===== src/rtl/fetch_pkg.sv =====
// Shared types and constants for the LEGv8 instruction fetch stage.
package fetch_pkg;
  typedef enum logic [1:0] {IDLE, FETCH, HOLD, DRAIN} fetch_state_t;
  localparam logic [31:0] NOP_INSTR = 32'hD503201F;
  localparam PC_INC = 4;
endpackage


===== src/rtl/if_id_reg.sv =====
// IF/ID pipeline register: loads a valid instruction on load, or becomes a bubble on flush.
module if_id_reg
  import fetch_pkg::*;
#(
  parameter int N = 64
) (
  input  logic         clk,
  input  logic         reset,
  input  logic         load,
  input  logic         flush,
  input  logic [N-1:0] d_pc,
  input  logic [31:0]  d_instr,
  output logic [N-1:0] pc,
  output logic [31:0]  instr,
  output logic         valid
);

  // Flush wins over load so a redirect can never let a wrong-path word through.
  always_ff @(posedge clk or negedge reset) begin
    if (!reset) begin
      pc    <= '0;
      instr <= NOP_INSTR;
      valid <= 1'b0;
    end else if (flush) begin
      pc    <= '0;
      instr <= NOP_INSTR;
      valid <= 1'b0;
    end else if (load) begin
      pc    <= d_pc;
      instr <= d_instr;
      valid <= 1'b1;
    end
  end

endmodule


===== src/rtl/fetch_unit.sv =====
// Instruction fetch stage: PC, imem req/ack handshake, stall buffering and branch redirect.
module fetch_unit
  import fetch_pkg::*;
#(
  parameter int             N        = 64,
  parameter logic [N-1:0]   RESET_PC = '0
) (
  input  logic         clk,
  input  logic         reset,
  input  logic         PCWrite,
  input  logic         IF_ID_Write,
  input  logic         PCSrc,
  input  logic [N-1:0] PCBranch,
  output logic         imem_req,
  output logic [N-1:0] imem_addr,
  input  logic         imem_ack,
  input  logic [31:0]  imem_rdata,
  output logic [N-1:0] IF_ID_pc,
  output logic [31:0]  IF_ID_instr,
  output logic         IF_ID_valid
);

  fetch_state_t state;
  logic [N-1:0] pc;
  logic [N-1:0] stale_addr;
  logic [31:0]  hold_word;

  logic         go;
  logic [N-1:0] target;
  logic [N-1:0] pc_inc;
  logic         id_load;
  logic         id_flush;
  logic [31:0]  id_instr;

  assign go     = PCWrite & IF_ID_Write;
  assign target = PCBranch & ~{{(N-2){1'b0}}, 2'b11};
  assign pc_inc = pc + N'(PC_INC);

  // Memory-facing outputs decode registers only, never the ack/rdata inputs.
  assign imem_req  = (state == FETCH) || (state == DRAIN);
  assign imem_addr = (state == DRAIN) ? stale_addr : pc;

  always_comb begin
    id_load  = 1'b0;
    id_flush = 1'b0;
    id_instr = imem_rdata;
    case (state)
      IDLE:  id_flush = PCSrc;
      FETCH: begin
        if (PCSrc)                 id_flush = 1'b1;
        else if (imem_ack && go)   id_load  = 1'b1;
        else if (!imem_ack && IF_ID_Write) id_flush = 1'b1;
      end
      HOLD: begin
        id_instr = hold_word;
        if (PCSrc)   id_flush = 1'b1;
        else if (go) id_load  = 1'b1;
      end
      DRAIN: id_flush = PCSrc;
      default: id_flush = 1'b0;
    endcase
  end

  always_ff @(posedge clk or negedge reset) begin
    if (!reset) begin
      state      <= IDLE;
      pc         <= RESET_PC;
      stale_addr <= RESET_PC;
      hold_word  <= '0;
    end else if (PCSrc) begin
      pc        <= target;
      hold_word <= '0;
      // An unacked request must still complete; park its address and drain it.
      if (state == FETCH && !imem_ack) begin
        state      <= DRAIN;
        stale_addr <= pc;
      end else if (state == DRAIN && !imem_ack) begin
        state <= DRAIN;
      end else begin
        state <= FETCH;
      end
    end else begin
      case (state)
        IDLE:  state <= FETCH;
        FETCH: begin
          if (imem_ack) begin
            if (go) begin
              pc <= pc_inc;
            end else begin
              hold_word <= imem_rdata;
              state     <= HOLD;
            end
          end
        end
        HOLD: begin
          if (go) begin
            pc    <= pc_inc;
            state <= FETCH;
          end
        end
        DRAIN: begin
          if (imem_ack) state <= FETCH;
        end
        default: state <= IDLE;
      endcase
    end
  end

  if_id_reg #(.N(N)) u_if_id (
    .clk     (clk),
    .reset   (reset),
    .load    (id_load),
    .flush   (id_flush),
    .d_pc    (pc),
    .d_instr (id_instr),
    .pc      (IF_ID_pc),
    .instr   (IF_ID_instr),
    .valid   (IF_ID_valid)
  );

endmodule

===== config.mk =====
export PLATFORM = sky130hd
export DESIGN_NAME = fetch_unit
export DESIGN_NICKNAME = d
export VERILOG_FILES = /design/src/rtl/fetch_pkg.sv /design/src/rtl/if_id_reg.sv /design/src/rtl/fetch_unit.sv
export SDC_FILE = /design/constraint.sdc
export NUM_CORES = 1
export LEC_CHECK = 0
export CORE_UTILIZATION = 47
export DETAILED_ROUTE_END_ITERATION = 7
export PLACE_DENSITY = 0.78
export SLEW_MARGIN = 20
export SYNTH_ARGS = -nofsm -noshare
export SYNTH_HDL_FRONTEND = slang
export SYNTH_SLANG_ARGS = --single-unit

===== constraint.sdc =====
create_clock -name clk -period 2.92 [get_ports clk]
set_clock_uncertainty 0.15 [all_clocks]
set_input_delay 0.73 -clock clk [delete_from_list [all_inputs] [get_ports clk]]
set_output_delay 0.73 -clock clk [all_outputs]
set_load 0.02 [all_outputs]

# Word level (Yosys, flattened, before mapping)
# Index checks and enable logic that the tools add are counted.
# op_classes
n_mux	34
n_reduce_logical	16
n_addsub	1
eq_ne	8
bitwise	1
# op_table
operator	count
$mux 64	6
$mux 32	7
$pmux 64 s2	1
$add 64x3->64 const B	1
$mux 2	7
$ne 3x3->1 const B	4
$mux 1	10
$pmux 2 s4	1
$reduce_bool 2->1	3
$eq 2x2->1 const B	2
$logic_and 1x1->1	4
$reduce_and 2->1	2
$reduce_and 4->1	1
$pmux 1 s3	1
$reduce_and 3->1	1
$reduce_bool 3->1	1
$eq 2x1->1 const B	1
$logic_not 2->1	1
$ne 2x2->1 const B	1
$pmux 1 s2	1
$reduce_or 2->1	1
$and 1x1->1	1
$logic_not 1->1	1
$logic_or 1x1->1	1
# word_totals
register_bits	259
output_inout_bits	162
word_cells	67
in_bits	102

# Depth between registers and ports, before layout
# Gate-level depths: netlist of the first run.
# depth
ltp_word	7
depth_mapped	10
depth_no_buf	7

# Modules after synthesis
# From an unflattened synthesis of the first run, not the netlist that was laid out.
# hier_totals
cells_unflattened	1141
hier_area_um2	12553.3
# by_module_without_submodules
module	area_each_um2	n_inst	cells_per_inst	seq_area_each_um2
fetch_unit	8557.0	1	827	3953.8
if_id_reg	3996.3	1	314	2443.6

# Least setup slack after synthesis of the first run
# OpenSTA, ideal clock, no wires.
# synth_timing
path_type	input-to-reg
start	input imem_ack
end	register pc[48]
stages	7
setup_slack_ns	0.103
t_required_ns	2.646
setup_time_ns	0.124
arrival_ns	2.543
path_buffers	2
path_cell_list	clkbuf_1 > mux2_2 > nand4_1 > clkbuf_1 > or4_1 > o31a_1 > o31a_1
# synth_via
elab_chain_len	2
# synth_rtl
element	line_no	text
start, declared	fetch_unit.sv:16	input logic imem_ack,
$ne 3x3->1 (no source line)	n/a	
$reduce_and 2->1 (no source line)	n/a	
end signal, assigned	fetch_unit.sv:71	pc <= target;
end signal, assigned	fetch_unit.sv:88	pc <= pc_inc;
end signal, assigned	fetch_unit.sv:97	pc <= pc_inc;
end, declared	fetch_unit.sv:24	logic [N-1:0] pc;
# No other way between the ends.
# A chain may end at the register's enable or synchronous reset.

# Final worst setup path of the first run
# layout_timing
start	register state[0]
end	output imem_addr[58]
# layout_via
elab_chain_len	2
# layout_rtl
element	line_no	text
start, declared	fetch_unit.sv:23	fetch_state_t state;
start signal, assigned	fetch_unit.sv:66	state <= IDLE;
start signal, assigned	fetch_unit.sv:75	state <= DRAIN;
start signal, assigned	fetch_unit.sv:78	state <= DRAIN;
$eq 2x2->1	fetch_unit.sv:41	assign imem_addr = (state == DRAIN) ? stale_addr : pc;
$mux 64	fetch_unit.sv:41	
end, declared	fetch_unit.sv:15	output logic [N-1:0] imem_addr,
# No other way between the ends.

==> report_table.html, run 1 <==
<table>
<tr><th>Metric</th><th>Value</th></tr>
<tr><th colspan="2">Power and ir drop</th></tr>
<tr><td>Flop pwr share</td><td>36.9%</td></tr>
<tr><td>Combinational group share of total power</td><td>36.0%</td></tr>
<tr><td>Part of the total power dissipated in the clock network</td><td>27.1%</td></tr>
<tr><td>Power density of the placed cells</td><td>746 nW/um^2</td></tr>
<tr><td>Net switching power figure</td><td>4.17 mW</td></tr>
<tr><td>Internal power consumption</td><td>8.21 mW</td></tr>
<tr><td>Largest vdd supply drop</td><td>0.528 mV</td></tr>
<tr><td>Leakage power</td><td>6.82 nW</td></tr>
<tr><td>Switching Share</td><td>33.7%</td></tr>
<tr><th colspan="2">Layout</th></tr>
<tr><td>P&amp;R area growth vs syn</td><td>33.6%</td></tr>
<tr><td>Design Area, Final</td><td>16600 um^2</td></tr>
<tr><td>Share of post-route cells with drive strength above 1</td><td>20.1%</td></tr>
<tr><td>Final net count</td><td>1663</td></tr>
<tr><td>Filler cells</td><td>2075</td></tr>
<tr><th colspan="2">Placed design</th></tr>
<tr><td>Final weighted congestion in routability-driven placement</td><td>0.893</td></tr>
<tr><td>Post-DP Area</td><td>15800 um^2</td></tr>
<tr><td>Post-DP HPWL</td><td>24.9 mm</td></tr>
<tr><td>Total of buffers placed on input and output ports</td><td>257</td></tr>
<tr><th colspan="2">Die</th></tr>
<tr><td>Die area</td><td>27100 um^2</td></tr>
<tr><td>Die Width</td><td>165 um</td></tr>
<tr><td>Core area</td><td>26000 um^2</td></tr>
<tr><td>I/O Pins</td><td>264</td></tr>
<tr><td>Floorplan die height</td><td>165 um</td></tr>
<tr><td>Num rows</td><td>59</td></tr>
<tr><td>Effective utilization at floorplan</td><td>47.8%</td></tr>
<tr><th colspan="2">Routing</th></tr>
<tr><td>DRT Wirelength</td><td>36.7 mm</td></tr>
<tr><td>DRC violation total after the first TritonRoute iteration</td><td>1084</td></tr>
<tr><td>Avg WL per Cell</td><td>19.2 um</td></tr>
<tr><td>Overall via count from detail_route</td><td>10824</td></tr>
<tr><td>Count of TritonRoute iterations in the first routing pass</td><td>5</td></tr>
<tr><td>Number of remaining DRC errors</td><td>0</td></tr>
<tr><td>DR vias/cell</td><td>5.66</td></tr>
<tr><td>Count of antenna-violating nets left after detailed routing</td><td>0</td></tr>
<tr><th colspan="2">Clock network</th></tr>
<tr><td>Clock Path Buffers</td><td>3</td></tr>
<tr><td>Number of buffers created by CTS</td><td>27</td></tr>
<tr><td>CTS H-Tree Depth</td><td>1</td></tr>
<tr><td>Clock tree from TritonCTS</td><td>yes</td></tr>
<tr><td>Buffer type at the clock tree root</td><td>clkbuf_16</td></tr>
<tr><td>Clock latency of the later-clocked register in the worst-skew pair</td><td>0.54 ns</td></tr>
<tr><td>Quantity of hold-fixing buffers added after cts</td><td>0</td></tr>
<tr><td>Clock slew at reported path FFs</td><td>0.06 ns</td></tr>
<tr><td>Number of sinks handled by clock tree synthesis</td><td>253</td></tr>
<tr><th colspan="2">Setup path</th></tr>
<tr><td>Worst path arrival time</td><td>2.02 ns</td></tr>
<tr><td>Critical Path Source Type</td><td>flop</td></tr>
<tr><td>Capture point of the critical path</td><td>imem_addr[58]</td></tr>
<tr><td>Crit path capture type</td><td>primary output</td></tr>
<tr><td>Critical-path maximum fanout</td><td>17</td></tr>
<tr><td>Start of the worst register-to-register path</td><td>state[0]</td></tr>
<tr><td>Critical Setup Path Class</td><td>reg -&gt; out</td></tr>
<tr><td>R2R depth</td><td>8</td></tr>
<tr><td>Crit. Startpoint</td><td>state[0]</td></tr>
<tr><td>Register-to-register setup slack</td><td>0.17 ns</td></tr>
<tr><td>Reg-to-reg critical path endpoint</td><td>pc[59]</td></tr>
<tr><td>Worst endpoint required time</td><td>2.04 ns</td></tr>
<tr><th colspan="2">Global routing</th></tr>
<tr><td>Antenna violations before repair</td><td>4</td></tr>
<tr><td>Maximum number of pins on one net before global-route repair</td><td>86</td></tr>
<tr><td>Number of global-route vias before repair</td><td>10392</td></tr>
<tr><td>Global-route wire length before repair</td><td>56.5 mm</td></tr>
<tr><td>Global routing usage summed across all routing layers</td><td>26.7%</td></tr>
<tr><td>Global-route congestion overflow total</td><td>0</td></tr>
<tr><th colspan="2">Timing</th></tr>
<tr><td>RSZ-0062 raised after global routing</td><td>true</td></tr>
<tr><td>Count of endpoints failing hold in the final timing report</td><td>0</td></tr>
<tr><td>Worst slew margin</td><td>59.1%</td></tr>
<tr><td>Transition time at the pin with the least slew margin</td><td>0.613 ns</td></tr>
<tr><td>Number of slew-limit violations in the final report</td><td>0</td></tr>
<tr><td>Crit path time final</td><td>2.90 ns</td></tr>
<tr><td>Crit share post-route</td><td>99.2%</td></tr>
<tr><td>Achievable frequency</td><td>0.345 GHz</td></tr>
<tr><td>Worst hold slack</td><td>0.0352 ns</td></tr>
<tr><td># setup viols final</td><td>0</td></tr>
<tr><th colspan="2">Synth</th></tr>
<tr><td>Synthesized area</td><td>12400 um^2</td></tr>
<tr><td>Synthesized netlist cell count</td><td>1290</td></tr>
<tr><td>Distinct cell type count after synthesis</td><td>52</td></tr>
<tr><td>FFs w/ async S/R, synth</td><td>100%</td></tr>
<tr><td>Number of warning messages in the yosys log</td><td>0</td></tr>
<tr><td>Top FF cell, synth</td><td>dfrtp_1</td></tr>
<tr><td>Share of synthesized area occupied by flip-flops and latches</td><td>51.1%</td></tr>
<tr><td>Synth Register Bits</td><td>253</td></tr>
<tr><td>Number of enable flip-flop cells after synthesis</td><td>0</td></tr>
<tr><td>Mean instance size in the synthesized netlist</td><td>9.63 um^2</td></tr>
<tr><th colspan="2">Flow run</th></tr>
<tr><td>Number of max-capacitance violations reported</td><td>0</td></tr>
<tr><th colspan="2">Run status</th></tr>
<tr><td>Result of the run</td><td>completed</td></tr>
<tr><th colspan="2">Hold path</th></tr>
<tr><td>Worst hold-check path type</td><td>in -&gt; async</td></tr>
</table>
## kinds of logic (layout without fill, tap and decap cells)
logic type      after synthesis  after routing  synth area share, %
compound gates              229            229                 10.5
flops                       253            253                 51.1
mux                         148            148                 13.0
buf+inv                     117            398                 3.83
simple gates                497            497                 18.3
fa+ha+maj                     5              5                0.503
other cells                   1              8               0.0302
xor+xnor                     40             40                 2.82
## cells in the mapped netlist, drive strengths merged (2+ instances only)
cell | count | share of area, %
xor2 | 7 | 0.49
o31a | 4 | 0.28
inv | 11 | 0.33
o21ai | 100 | 4.0
mux2i | 37 | 3.0
and2 | 5 | 0.25
or4 | 8 | 0.54
and4 | 11 | 0.78
nand4b | 2 | 0.14
and3 | 11 | 0.55
a221o | 2 | 0.16
mux2 | 111 | 10
dfrtp | 240 | 48
nor3 | 22 | 0.89
nor4 | 21 | 1.1
a21oi | 67 | 2.7
dfstp | 13 | 2.7
nor2 | 47 | 1.4
o211ai | 14 | 0.85
nand2b | 2 | 0.10
a31oi | 15 | 0.76
a211oi | 19 | 1.1
nand2 | 292 | 8.8
a31o | 2 | 0.14
nand3 | 27 | 1.1
ha | 5 | 0.50
or2 | 3 | 0.15
clkbuf | 83 | 2.5
or3 | 14 | 0.70
xnor2 | 33 | 2.3
buf | 23 | 0.98
nand4 | 24 | 1.3
nor2b | 5 | 0.25
## critical path, cell delays in order (launching register included)
cell	delay, ns
dfrtp_1	0.39
ha_4	0.24
buf_12	0.20
mux2_2	0.36
clkdlybuf4s15_1	0.28
## what timing repair did
action | 4_1_cts | 5_1_grt
setup buffers | 4 | 1
gates resized for setup | 142 | 57
endpoints found under the setup margin | 61 | 52
cloned | 2 | 1
## routing by layer
metal / part of all wire [%] / track usage [%]
met1: 42 / 36.0
met4: 3.8 / 11.4
met2: 47 / 42.5
met3: 6.9 / 4.42
met5: 0 / 0
## worst min path at each step
stage | start | slack, ns | to
2_1_floorplan | reset | 0.28 | hold_word[0]
3_3_place_gp | hold_word[18] | 0.31 | hold_word[18]
3_5_place_dp | hold_word[22] | 0.32 | hold_word[22]
4_1_cts | reset | 0.05 | pc[55]
5_1_grt | reset | 0.07 | pc[55]
6_report | reset | 0.04 | hold_word[19]
## area by class of cell
cell class | instances | area (um^2) | share of cell area (%)
Tap cell | 335 | 419 | 2.52
Multi-Input combinational cell | 923 | 5670 | 34.2
Sequential cell | 253 | 6350 | 38.2
Timing Repair Buffer | 340 | 3250 | 19.6
Antenna cell | 4 | 10.0 | 0.0603
Clock buffer | 42 | 812 | 4.89
Inverter | 11 | 41.3 | 0.249
Clock inverter | 5 | 53.8 | 0.324
## per-stage QoR
step | power (mW) | setup slack (ns) | instances | utilization, % | setup TNS (ns)
6_report | 12.4 | 0.0226 | 1913 | 63.9 | 0
3_3_place_gp | 8.95 | -0.247 | 1854 | 60.8 | -2.84
2_1_floorplan | 7.10 | 0.103 | 1293 | - | 0
4_1_cts | 12.4 | -0.0226 | 1907 | 64.2 | -0.0226
3_5_place_dp | 9.08 | -0.310 | 1854 | 60.8 | -4.56
5_1_grt | 12.9 | -0.0276 | 1913 | 63.9 | -0.0328
## state kept, by name, summed over array words and instances, names as in the netlist
| name | flops |
|---|---|
| stale_addr | 62 |
| pc | 62 |
| u_if_id.pc | 62 |
| hold_word | 32 |
| u_if_id.instr | 32 |
| state | 2 |
| u_if_id.valid | 1 |
## layout by cell type (no fill, tap or decap), types with 5 or more instances in the layout
| cell | count |
|---|---|
| and4_1 | 11 |
| a21oi_1 | 67 |
| xnor2_1 | 33 |
| o211ai_1 | 14 |
| nand4_1 | 22 |
| or3_1 | 14 |
| buf_12 | 18 |
| clkdlybuf4s15_1 | 10 |
| clkbuf_1 | 7 |
| clkbuf_16 | 28 |
| clkbuf_2 | 29 |
| clkdlybuf4s50_1 | 192 |
| nor2b_1 | 5 |
| mux2i_1 | 37 |
| nor2_1 | 47 |
| dfrtp_1 | 240 |
| a31oi_1 | 14 |
| nor3_1 | 22 |
| a211oi_1 | 19 |
| buf_2 | 17 |
| and3_1 | 11 |
| o21ai_0 | 96 |
| nand2_1 | 292 |
| nand3_1 | 27 |
| clkbuf_8 | 8 |
| xor2_1 | 7 |
| inv_1 | 10 |
| dfstp_2 | 13 |
| mux2_2 | 111 |
| buf_4 | 64 |
| nor4_1 | 20 |
## power by group through the flow
stage	combinational (mW)	sequential, mW	clock [mW]
6_report	4.45	4.57	3.36
3_3_place_gp	4.39	4.56	0
3_5_place_dp	4.46	4.61	0
5_1_grt	4.73	4.64	3.57
2_1_floorplan	2.55	4.55	0
4_1_cts	4.45	4.55	3.41
Note: power is estimated with default switching activity, not from simulation.
==> inputs of run 2 (changes only) <==
--- a/config.mk
+++ b/config.mk
@@ -5,6 +5,7 @@
 export SDC_FILE = /design/constraint.sdc
 export NUM_CORES = 1
 export LEC_CHECK = 0
+export CORE_MARGIN = 2
 export CORE_UTILIZATION = 47
 export DETAILED_ROUTE_END_ITERATION = 7
 export PLACE_DENSITY = 0.78
==> report_table.html, run 2 (synthesized netlist as in run 1, its figures left out) <==
<table>
<tr><th>Metric</th><th>Value</th></tr>
<tr><th colspan="2">Clock network</th></tr>
<tr><td>Clock latency of the later-clocked register in the worst-skew pair</td><td>0.52 ns (was 0.54 ns)</td></tr>
<tr><td>Buffer type at the clock tree root</td><td>clkbuf_16 (unchanged)</td></tr>
<tr><td>Clock tree from TritonCTS</td><td>yes (unchanged)</td></tr>
<tr><td>Number of sinks handled by clock tree synthesis</td><td>253 (unchanged)</td></tr>
<tr><td>Clock slew at reported path FFs</td><td>0.06 ns (about the same)</td></tr>
<tr><td>CTS H-Tree Depth</td><td>1 (unchanged)</td></tr>
<tr><td>Number of buffers created by CTS</td><td>26 (was 27)</td></tr>
<tr><td>Clock Path Buffers</td><td>3 (unchanged)</td></tr>
<tr><th colspan="2">Setup path</th></tr>
<tr><td>Critical-path maximum fanout</td><td>17 (unchanged)</td></tr>
<tr><td>Worst endpoint required time</td><td>2.04 ns (about the same)</td></tr>
<tr><td>Register-to-register setup slack</td><td>0.13 ns (was 0.17 ns)</td></tr>
<tr><td>Critical Setup Path Class</td><td>reg -&gt; out (unchanged)</td></tr>
<tr><td>Critical Path Source Type</td><td>flop (unchanged)</td></tr>
<tr><td>Crit path capture type</td><td>primary output (unchanged)</td></tr>
<tr><td>Worst path arrival time</td><td>1.97 ns (was 2.02 ns)</td></tr>
<tr><th colspan="2">Power and ir drop</th></tr>
<tr><td>Power density of the placed cells</td><td>737 nW/um^2 (was 746 nW/um^2)</td></tr>
<tr><td>Largest vdd supply drop</td><td>0.503 mV (was 0.528 mV)</td></tr>
<tr><td>Leakage power</td><td>6.85 nW (was 6.82 nW)</td></tr>
<tr><th colspan="2">Die</th></tr>
<tr><td>I/O Pins</td><td>264 (unchanged)</td></tr>
<tr><td>Num rows</td><td>59 (unchanged)</td></tr>
<tr><td>Effective utilization at floorplan</td><td>47.8% (unchanged)</td></tr>
<tr><td>Die Width</td><td>167 um (was 165 um)</td></tr>
<tr><td>Core area</td><td>26000 um^2 (unchanged)</td></tr>
<tr><td>Die area</td><td>27800 um^2 (was 27100 um^2)</td></tr>
<tr><td>Floorplan die height</td><td>167 um (was 165 um)</td></tr>
<tr><th colspan="2">Timing</th></tr>
<tr><td>Crit share post-route</td><td>97.6% (was 99.2%)</td></tr>
<tr><td>Number of slew-limit violations in the final report</td><td>0 (unchanged)</td></tr>
<tr><td>Crit path time final</td><td>2.85 ns (was 2.90 ns)</td></tr>
<tr><td>Transition time at the pin with the least slew margin</td><td>0.616 ns (was 0.613 ns)</td></tr>
<tr><td>Worst hold slack</td><td>0.326 ns (was 0.0352 ns)</td></tr>
<tr><td>RSZ-0062 raised after global routing</td><td>false (was true)</td></tr>
<tr><td>Count of endpoints failing hold in the final timing report</td><td>0 (unchanged)</td></tr>
<tr><td># setup viols final</td><td>0 (unchanged)</td></tr>
<tr><td>Worst slew margin</td><td>58.9% (was 59.1%)</td></tr>
<tr><td>Achievable frequency</td><td>0.351 GHz (was 0.345 GHz)</td></tr>
<tr><th colspan="2">Layout</th></tr>
<tr><td>P&amp;R area growth vs syn</td><td>34.4% (was 33.6%)</td></tr>
<tr><td>Most common cell after layout, fill and taps aside</td><td>nand2_1 (unchanged)</td></tr>
<tr><td>Top library cells by usage in the layout, fill and taps aside</td><td>292 x nand2_1, 239 x dfrtp_1, 192 x clkdlybuf4s50_1 (was 292 x nand2_1, 240 x dfrtp_1, 192 x clkdlybuf4s50_1)</td></tr>
<tr><td>Utilization after layout</td><td>64.3% (was 63.9%)</td></tr>
<tr><td>Diode count</td><td>0 (was 4)</td></tr>
<tr><td>Filler cells</td><td>2078 (was 2075)</td></tr>
<tr><td>Design Area, Final</td><td>16700 um^2 (was 16600 um^2)</td></tr>
<tr><td>Share of post-route cells with drive strength above 1</td><td>20.1% (about the same)</td></tr>
<tr><td>Top Registers</td><td>pc (62), stale_addr (62), u_if_id.pc (62) (unchanged)</td></tr>
<tr><td>Final net count</td><td>1666 (was 1663)</td></tr>
<tr><th colspan="2">Global routing</th></tr>
<tr><td>Number of global-route vias before repair</td><td>10547 (was 10392)</td></tr>
<tr><td>Antenna violations before repair</td><td>0 (was 4)</td></tr>
<tr><td>Global routing usage summed across all routing layers</td><td>25.4% (was 26.7%)</td></tr>
<tr><td>Global-route wire length before repair</td><td>57.1 mm (was 56.5 mm)</td></tr>
<tr><td>Maximum number of pins on one net before global-route repair</td><td>86 (unchanged)</td></tr>
<tr><td>Global-route congestion overflow total</td><td>0 (unchanged)</td></tr>
<tr><th colspan="2">Run status</th></tr>
<tr><td>Result of the run</td><td>completed (unchanged)</td></tr>
<tr><th colspan="2">Placed design</th></tr>
<tr><td>Final weighted congestion in routability-driven placement</td><td>0.912 (was 0.893)</td></tr>
<tr><td>Total of buffers placed on input and output ports</td><td>257 (unchanged)</td></tr>
<tr><td>Post-DP HPWL</td><td>25.2 mm (was 24.9 mm)</td></tr>
<tr><td>Post-DP Area</td><td>15800 um^2 (about the same)</td></tr>
<tr><th colspan="2">Routing</th></tr>
<tr><td>Count of antenna-violating nets left after detailed routing</td><td>0 (unchanged)</td></tr>
<tr><td>Avg WL per Cell</td><td>18.9 um (was 19.2 um)</td></tr>
<tr><td>DR vias/cell</td><td>5.63 (was 5.66)</td></tr>
<tr><td>Count of TritonRoute iterations in the first routing pass</td><td>5 (unchanged)</td></tr>
<tr><td>DRT Wirelength</td><td>36.2 mm (was 36.7 mm)</td></tr>
<tr><td>Number of remaining DRC errors</td><td>0 (unchanged)</td></tr>
<tr><td>DRC violation total after the first TritonRoute iteration</td><td>897 (was 1084)</td></tr>
<tr><td>Overall via count from detail_route</td><td>10767 (was 10824)</td></tr>
<tr><th colspan="2">Flow run</th></tr>
<tr><td>Number of max-capacitance violations reported</td><td>0 (unchanged)</td></tr>
<tr><th colspan="2">Hold path</th></tr>
<tr><td>Worst hold-check path type</td><td>reg -&gt; reg (was in -&gt; async)</td></tr>
</table>
## run 2: cell count changes in the layout (fill, tap and decap cells not counted), moves of 5 or more
| cell | delta |
|---|---|
| buf_12 | -5 |
| buf_4 | +10 |
| clkdlybuf4s15_1 | -6 |
| clkdlybuf4s15_2 | +24 |
| clkbuf_2 | -28 |
| clkinv_2 | +5 |
| dlygate4sd2_1 | +12 |
## run 2: final timing paths
kind / from / endpoint / cells after the start
worst max-delay path: state[1] / imem_addr[29] / 4
worst min-delay path: hold_word[22] / hold_word[22] / 2
worst max register to register: state[0] / pc[59] / 8
worst min register to register: hold_word[22] / hold_word[22] / 2
max in group asynchronous: reset / u_if_id.instr[0] / 3
min in group asynchronous: reset / u_if_id.pc[21] / 2
## run 2: area by class of cell
class                      count  area (um^2)  area share (%)
clock buffer                  38          787            4.71
timing repair buffer         344         3360            20.1
clock inverter                 9         70.1           0.420
inverter                      11         41.3           0.247
tap                          335          419            2.51
sequential                   253         6350            38.0
multi-input combinational    923         5670            34.0
## run 2: where the power goes
part | switching [mW] | internal [mW] | total [mW]
registers | 0.402 | 4.15 | 4.56
clock network | 1.38 | 1.95 | 3.33
logic | 2.33 | 2.10 | 4.42
## run 2: per-layer routing
metal	up-vias	global-route usage, %	share of wire [%]
met4	0	9.18	3.6
met5	-	0	0
met3	76	3.66	6.1
li1	5030	-	-
met1	5269	35.0	43
met2	392	41.3	47
## run 2: per-stage QoR
stage	setup WS, ns	std cells	power [mW]	setup TNS, ns
CTS	-0.0527	1911	12.3	-0.105
global route	0.00987	1913	12.8	0
detailed placement	-0.330	1859	9.08	-3.30
floorplan	0.103	1293	7.10	0
finish	0.0695	1913	12.3	0
global placement	-0.300	1859	8.96	-2.60
## run 2: what timing repair did
action / in CTS / in global routing
pin swaps: 0 / 0
resized for setup: 166 / 9
hold buffers: 1 / 0
hold endpoints to repair: 44 / 0
setup endpoints to repair: 62 / 31
gates cloned: 1 / 1
buffers inserted: 3 / 1
## run 2: critical path: stages (launching register included)
cell,delay [ns]
dfrtp_1,0.38
ha_4,0.20
buf_12,0.18
mux2_2,0.35
dlygate4sd2_1,0.32
==> inputs of run 3 (changes only) <==
--- a/config.mk
+++ b/config.mk
@@ -8,6 +8,7 @@
 export CORE_MARGIN = 2
 export CORE_UTILIZATION = 47
 export DETAILED_ROUTE_END_ITERATION = 7
+export GPL_ROUTABILITY_DRIVEN = 0
 export PLACE_DENSITY = 0.78
 export SLEW_MARGIN = 20
 export SYNTH_ARGS = -nofsm -noshare
==> results of run 3 <==
Same layout as run 2: the final DEF is identical, and so are final timing and power.
